===== src/rtl/brightness_pkg.sv =====
// Gain constants shared by brightness_ctrl and the per-pixel brightness datapath.
// The datapath computes out = in * gain >> 3, so GAIN_DEFAULT means unity.
package brightness_pkg;

    localparam int GAIN_W = 4;

    typedef logic [GAIN_W-1:0] gain_t;

    localparam gain_t GAIN_MAX     = 4'd15;
    localparam gain_t GAIN_MIN     = 4'd0;
    localparam gain_t GAIN_DEFAULT = 4'd8;

    // One saturating step; opposing requests cancel.
    function automatic gain_t gain_step(gain_t lvl, logic up, logic dn);
        gain_step = lvl;
        if (up && !dn && lvl != GAIN_MAX)
            gain_step = lvl + gain_t'(1);
        else if (dn && !up && lvl != GAIN_MIN)
            gain_step = lvl - gain_t'(1);
    endfunction

endpackage


===== src/rtl/brightness_ctrl_if.sv =====
// Frame sync in, gain levels out, between brightness_ctrl and the datapath.
// master = brightness_ctrl side, slave = datapath / video timing side.
interface brightness_ctrl_if
    import brightness_pkg::*;
();

    logic  vsync;
    gain_t gain;
    gain_t gain_pending;
    logic  gain_update;

    modport master (
        input  vsync,
        output gain,
        output gain_pending,
        output gain_update
    );

    modport slave (
        output vsync,
        input  gain,
        input  gain_pending,
        input  gain_update
    );

endinterface


===== src/rtl/brightness_ctrl_key_debounce.sv =====
// Key synchroniser + debouncer + press pulse for one active-low button.
// Auto-repeat while held is built only with BRIGHTNESS_CTRL_AUTOREPEAT_EN.
module key_debounce #(
    parameter int DEBOUNCE_CYCLES = 50000
`ifdef BRIGHTNESS_CTRL_AUTOREPEAT_EN
    ,
    parameter int REPEAT_DELAY    = 25000000,
    parameter int REPEAT_PERIOD   = 5000000
`endif
) (
    input  logic clk,
    input  logic reset,
    input  logic key_n,
    output logic press
);

    localparam int CW = $clog2(DEBOUNCE_CYCLES + 1);
    localparam logic [CW-1:0] CNT_LAST = CW'(DEBOUNCE_CYCLES - 1);

    logic          s1_q, s2_q;
    logic          db_q, db_d;
    logic [CW-1:0] cnt_q, cnt_d;
    logic          press_q, press_d;
    logic          fall;

    always_comb begin
        db_d  = db_q;
        cnt_d = '0;
        if (s2_q != db_q) begin
            if (cnt_q == CNT_LAST)
                db_d = ~db_q;
            else
                cnt_d = cnt_q + 1'b1;
        end
    end

    assign fall = db_q & ~db_d;

`ifdef BRIGHTNESS_CTRL_AUTOREPEAT_EN
    localparam int HMAX = (REPEAT_DELAY > REPEAT_PERIOD) ?
                          REPEAT_DELAY : REPEAT_PERIOD;
    localparam int HW = $clog2(HMAX + 1);
    localparam logic [HW-1:0] DLY_LAST = HW'(REPEAT_DELAY - 1);
    localparam logic [HW-1:0] PER_LAST = HW'(REPEAT_PERIOD - 1);

    logic [HW-1:0] hold_q, hold_d;
    logic          rep_q, rep_d;
    logic          fire;

    // hold counts cycles since the last event; rep marks the periodic phase.
    always_comb begin
        hold_d = '0;
        rep_d  = 1'b0;
        fire   = 1'b0;
        if (!db_q && !db_d) begin
            if (hold_q == (rep_q ? PER_LAST : DLY_LAST)) begin
                fire  = 1'b1;
                rep_d = 1'b1;
            end else begin
                hold_d = hold_q + 1'b1;
                rep_d  = rep_q;
            end
        end
    end

    always_ff @(posedge clk) begin
        if (reset) begin
            hold_q <= '0;
            rep_q  <= 1'b0;
        end else begin
            hold_q <= hold_d;
            rep_q  <= rep_d;
        end
    end

    assign press_d = fall | fire;
`else
    assign press_d = fall;
`endif

    always_ff @(posedge clk) begin
        if (reset) begin
            s1_q    <= 1'b1;
            s2_q    <= 1'b1;
            db_q    <= 1'b1;
            cnt_q   <= '0;
            press_q <= 1'b0;
        end else begin
            s1_q    <= key_n;
            s2_q    <= s1_q;
            db_q    <= db_d;
            cnt_q   <= cnt_d;
            press_q <= press_d;
        end
    end

    assign press = press_q;

endmodule


===== src/rtl/brightness_ctrl.sv =====
// Button-driven 4-bit brightness gain, applied only at frame start.
// Optional auto-repeat: define BRIGHTNESS_CTRL_AUTOREPEAT_EN.
module brightness_ctrl
    import brightness_pkg::*;
#(
    parameter int DEBOUNCE_CYCLES = 50000,
    parameter int REPEAT_DELAY    = 25000000,
    parameter int REPEAT_PERIOD   = 5000000
) (
    input  logic               clk,
    input  logic               reset,
    input  logic               key_up_n,
    input  logic               key_dn_n,
    brightness_ctrl_if.master  bus
);

    logic  up_ev, dn_ev;
    logic  vs_q;
    logic  frame;
    gain_t pend_q, pend_d;
    gain_t gain_q, gain_d;
    logic  upd_q, upd_d;

    key_debounce #(
        .DEBOUNCE_CYCLES (DEBOUNCE_CYCLES)
`ifdef BRIGHTNESS_CTRL_AUTOREPEAT_EN
        ,
        .REPEAT_DELAY    (REPEAT_DELAY),
        .REPEAT_PERIOD   (REPEAT_PERIOD)
`endif
    ) u_key_up (
        .clk   (clk),
        .reset (reset),
        .key_n (key_up_n),
        .press (up_ev)
    );

    key_debounce #(
        .DEBOUNCE_CYCLES (DEBOUNCE_CYCLES)
`ifdef BRIGHTNESS_CTRL_AUTOREPEAT_EN
        ,
        .REPEAT_DELAY    (REPEAT_DELAY),
        .REPEAT_PERIOD   (REPEAT_PERIOD)
`endif
    ) u_key_dn (
        .clk   (clk),
        .reset (reset),
        .key_n (key_dn_n),
        .press (dn_ev)
    );

`ifndef BRIGHTNESS_CTRL_AUTOREPEAT_EN
    logic unused_repeat;
    assign unused_repeat = ^{REPEAT_DELAY, REPEAT_PERIOD};
`endif

    // gain latches the pre-step pending value when both happen together.
    always_comb begin
        frame  = bus.vsync & ~vs_q;
        pend_d = gain_step(pend_q, up_ev, dn_ev);
        gain_d = gain_q;
        upd_d  = 1'b0;
        if (frame) begin
            gain_d = pend_q;
            upd_d  = (pend_q != gain_q);
        end
    end

    always_ff @(posedge clk) begin
        if (reset) begin
            vs_q   <= 1'b0;
            pend_q <= GAIN_DEFAULT;
            gain_q <= GAIN_DEFAULT;
            upd_q  <= 1'b0;
        end else begin
            vs_q   <= bus.vsync;
            pend_q <= pend_d;
            gain_q <= gain_d;
            upd_q  <= upd_d;
        end
    end

    assign bus.gain         = gain_q;
    assign bus.gain_pending = pend_q;
    assign bus.gain_update  = upd_q;

endmodule

===== src/flat_wrapper.sv =====
// flat-port wrapper written by rule: the top's interface ports become plain ports
module brightness_ctrl_flat import brightness_pkg::*;
#(
    parameter int DEBOUNCE_CYCLES = 50000,
    parameter int REPEAT_DELAY    = 25000000,
    parameter int REPEAT_PERIOD   = 5000000
)
  (clk, reset, key_up_n, key_dn_n, bus_vsync, bus_gain, bus_gain_pending, bus_gain_update);
  brightness_ctrl_if bus_i ();
  input  logic clk;
  input  logic reset;
  input  logic key_up_n;
  input  logic key_dn_n;
  input wire logic [$bits(bus_i.vsync)-1:0] bus_vsync;
  output wire logic [$bits(bus_i.gain)-1:0] bus_gain;
  output wire logic [$bits(bus_i.gain_pending)-1:0] bus_gain_pending;
  output wire logic [$bits(bus_i.gain_update)-1:0] bus_gain_update;
  assign bus_i.vsync = bus_vsync;
  assign bus_gain = bus_i.gain;
  assign bus_gain_pending = bus_i.gain_pending;
  assign bus_gain_update = bus_i.gain_update;
  brightness_ctrl #(.DEBOUNCE_CYCLES(DEBOUNCE_CYCLES), .REPEAT_DELAY(REPEAT_DELAY), .REPEAT_PERIOD(REPEAT_PERIOD)) u_core (.clk(clk), .reset(reset), .key_up_n(key_up_n), .key_dn_n(key_dn_n), .bus(bus_i));
endmodule

===== config.mk =====
export PLATFORM = sky130hd
export DESIGN_NAME = brightness_ctrl_flat
export DESIGN_NICKNAME = d
export VERILOG_FILES = /design/src/rtl/brightness_pkg.sv /design/src/rtl/brightness_ctrl_if.sv /design/src/rtl/brightness_ctrl_key_debounce.sv /design/src/rtl/brightness_ctrl.sv /design/src/flat_wrapper.sv
export SDC_FILE = /design/constraint.sdc
export NUM_CORES = 1
export LEC_CHECK = 0
export ABC_CLOCK_PERIOD_IN_PS = 3080
export BUFFER_PORTS_ARGS = -buffer_cell sky130_fd_sc_hd__buf_2
export CAP_MARGIN = 20
export CORE_UTILIZATION = 50
export DETAILED_ROUTE_END_ITERATION = 8
export PLACE_DENSITY = 0.75
export SYNTH_ARGS = -nofsm -noshare
export SYNTH_HDL_FRONTEND = slang
export SYNTH_SLANG_ARGS = --single-unit

===== constraint.sdc =====
create_clock -name clk -period 3.08 [get_ports clk]
set_input_delay 0.616 -clock clk [delete_from_list [all_inputs] [get_ports clk]]
set_output_delay 0.616 -clock clk [all_outputs]
set_load 0.02 [all_outputs]

==> results.py <==
metrics = {
    "place": {
        "place_hpwl_mm": 2.56,
        "gp_congestion": 0.769,
        "numPortBuffers": 13,
    },
    "layout": {
        "area_delta_synth_final_pct": 9.31,
        "seqCellArea_mm2": 0.00100,
        "drive_gt1_frac": 0.108,
        "n_antenna_cell": 0,
        "nets": 259,
        "multiInputGateArea_mm2": 0.00113,
        "fillers": 385,
    },
    "route": {
        "post_drt_via_cell_ratio": 5.24,
        "first_pass_iters": 4,
        "dr.first_iter.drc_count": 105,
        "routedWlPerCell_um": 12.0,
        "drc": 0,
        "drtAntennaViolNets": 0,
        "num_vias": 1571,
        "drt-total-wl_mm": 3.61,
    },
    "logic_synthesis": {
        "syn_inst": 236,
        "postSynthAreaPerCell_um2": 9.28,
        "synth_area_mm2": 0.00219,
        "synth_seq_cells": 50,
        "yosysUniqueCellTypes": 31,
        "yosys_warnings": 0,
        "yosysSeqAreaShare": 0.457,
        "syn-num-nets": 246,
    },
    "die": {
        "die_h_um": 68.2,
        "fp.dieW_um": 68.2,
        "core.rowCount": 23,
        "pin_count": 14,
        "die_area_mm2": 0.00465,
        "coreArea_mm2": 0.00412,
        "initial_core_util": 0.532,
    },
    "sta": {
        "skew_ns": 0.00517,
        "hold_violations": 0,
        "maxSlewViolCount": 0,
        "tns_ns": 0,
        "rsz0062_at_grt": "false",
        "setup_viol": 0,
        "finalCritPeriodShare": 0.639,
        "tightest_slew_ns": 0.479,
        "max_freq_mhz": 508,
        "slew_headroom": 0.680,
        "post-route-min-period_ns": 1.97,
    },
    "grt": {
        "grt_usage": 0.170,
        "grt_pass1_wl_mm": 5.89,
        "grt_pass1_vias": 1393,
        "grt_max_degree": 23,
        "antenna_found_initial": 0,
        "grt-ovfl-total": 0,
    },
    "cts": {
        "cts.sinks": 50,
        "ctsLongestPathBuffers": 2,
        "post_cts_resized": 0,
        "htree_num_levels": 2,
        "clk_pin_slew_ns": 0.08,
        "cts_inserted_buffers": 5,
        "postCtsSetupRepairBufs": 0,
        "clk_latency_ns": 0.29,
        "clockRootBuffer": "clkbuf_8",
        "cts_tree": "yes",
        "cts_hold_buf": 0,
    },
    "critical_path": {
        "cp-end-kind": "flop",
        "critPathRequiredTime_ns": 3.31,
        "cp_data_arrival_time_ns": 2.20,
        "reg2reg_depth": 7,
        "cp_max_fo": 8,
        "crit_type": "flop to flop",
        "startpoint_type": "flop",
    },
    "power_and_ir_drop": {
        "power_density_mw_per_mm2": 464,
        "leakagePower_nw": 0.824,
        "finalPower_mw": 1.11,
        "ir_drop_uv": 328,
    },
    "job": {
        "cap_viol_max_count": 0,
    },
    "worst_hold_path": {
        "worstHoldPathType": "flop to flop",
        "hold_depth": 1,
    },
    "run_status": {
        "status": "finished clean",
    },
}
## cells in the final DEF, fill, tap and decap left out, drive strengths merged
| cell | n |
|---|---|
| a211o | 2 |
| nor3 | 8 |
| fa | 1 |
| a211oi | 1 |
| nand2 | 8 |
| nand2b | 3 |
| dfxtp | 50 |
| nor2 | 40 |
| and4 | 2 |
| o21ai | 1 |
| bufinv | 1 |
| nor4b | 4 |
| ha | 4 |
| or3 | 2 |
| o2bb2ai | 1 |
| nand4 | 12 |
| nor4bb | 4 |
| nor4 | 10 |
| xor2 | 10 |
| clkbuf | 7 |
| inv | 8 |
| buf | 13 |
| nor2b | 3 |
| a21oi | 2 |
| a21o | 1 |
| mux2i | 7 |
| or2 | 6 |
| nor3b | 1 |
| nand3 | 9 |
| and3 | 4 |
| xnor2 | 25 |
## final timing paths
path / end / start / slack (ns)
setup reg to reg: u_core.bus.gain_pending[3] / u_core.bus.gain_pending[0] / 1.11
setup / recovery: u_core.bus.gain_pending[3] / u_core.bus.gain_pending[0] / 1.11
hold reg to reg: u_core.u_key_dn.s2_q / u_core.u_key_dn.s1_q / 0.41
hold / removal: u_core.u_key_dn.s2_q / u_core.u_key_dn.s1_q / 0.41
## flip-flops by register name (all words and copies together), names as in the netlist
| signal | cells |
|---|---|
| u_core.bus.gain | 4 |
| u_core.bus.gain_pending | 4 |
| u_core.bus.gain_update | 1 |
| u_core.u_key_dn.cnt_q | 16 |
| u_core.u_key_dn.db_q | 1 |
| u_core.u_key_dn.press | 1 |
| u_core.u_key_dn.s1_q | 1 |
| u_core.u_key_dn.s2_q | 1 |
| u_core.u_key_up.cnt_q | 16 |
| u_core.u_key_up.db_q | 1 |
| u_core.u_key_up.press | 1 |
| u_core.u_key_up.s1_q | 1 |
| u_core.u_key_up.s2_q | 1 |
| u_core.vs_q | 1 |
## layer usage
layer / vias to the layer above / global-route usage / share of wire
met1: 708 / 0.212 / 0.51
li1: 838 / - / -
met4: 0 / 0.0547 / 0.012
met3: 4 / 0.0550 / 0.030
met2: 21 / 0.277 / 0.45
met5: - / 0 / 0
## cell families (layout without fill, tap and decap cells)
logic type / Yosys count / in the layout / synth area share
XOR/XNOR: 35 / 35 / 0.140
AND/OR/NAND/NOR: 116 / 116 / 0.286
adder cells (fa/ha/maj): 5 / 5 / 0.0320
AO/OA/AOI/OAI: 8 / 8 / 0.0257
flip-flops: 50 / 50 / 0.457
multiplexers: 7 / 7 / 0.0320
buffers and inverters: 15 / 29 / 0.0274
## per-stage QoR
stage	hold WS (ns)	util	worst slack, ns	instances	cell area, um2
2_1_floorplan	0.389	-	1.04	236	2190
3_3_place_gp	0.391	0.556	1.22	292	2290
3_5_place_dp	0.393	0.556	1.12	292	2290
4_1_cts	0.414	0.582	1.09	300	2390
5_1_grt	0.444	0.582	0.938	300	2390
6_report	0.412	0.582	1.11	300	2390
## synth_stat cells (all sizes together)
cell	count	area share
mux2i	7	0.032
clkbuf	4	0.0069
a211oi	1	0.0034
nor4b	4	0.016
nor2	40	0.069
nor4	10	0.029
a211o	2	0.0080
and4	2	0.0080
nor3	8	0.018
o2bb2ai	1	0.0040
a21oi	2	0.0046
nor2b	3	0.0086
xor2	10	0.040
xnor2	25	0.10
buf	3	0.0069
nand3	9	0.025
nand2	8	0.014
o21ai	1	0.0023
ha	4	0.023
nand2b	3	0.0086
inv	8	0.014
fa	1	0.0091
nand4	12	0.034
dfxtp	50	0.46
and3	4	0.011
nor3b	1	0.0034
or2	6	0.017
nor4bb	4	0.018
or3	2	0.0057
a21o	1	0.0034
## area by class of cell
| cell class | count | area share |
|---|---|---|
| clock buffer | 7 | 0.0319 |
| tap | 50 | 0.0261 |
| multi-input combinational | 171 | 0.472 |
| clock inverter | 1 | 0.0125 |
| inverter | 8 | 0.0125 |
| sequential | 50 | 0.418 |
| timing repair buffer | 13 | 0.0272 |
## where the power goes
part	internal (mW)	switching [mW]	total, mW	leakage [nW]
Clock	0.243	0.198	0.441	0.0524
Combinational	0.00718	0.0114	0.0186	0.367
Sequential	0.650	0.00232	0.652	0.404
Total	0.900	0.212	1.11	0.824
## worst max-delay path, stage by stage (launching register included)
cell,delay (ns)
dfxtp_1,0.51
nand4_1,0.17
nand2_1,0.19
ha_1,0.26
a21o_1,0.18
a21oi_1,0.16
mux2i_1,0.24
mux2i_1,0.19
Power figures use the tool's default switching activity.
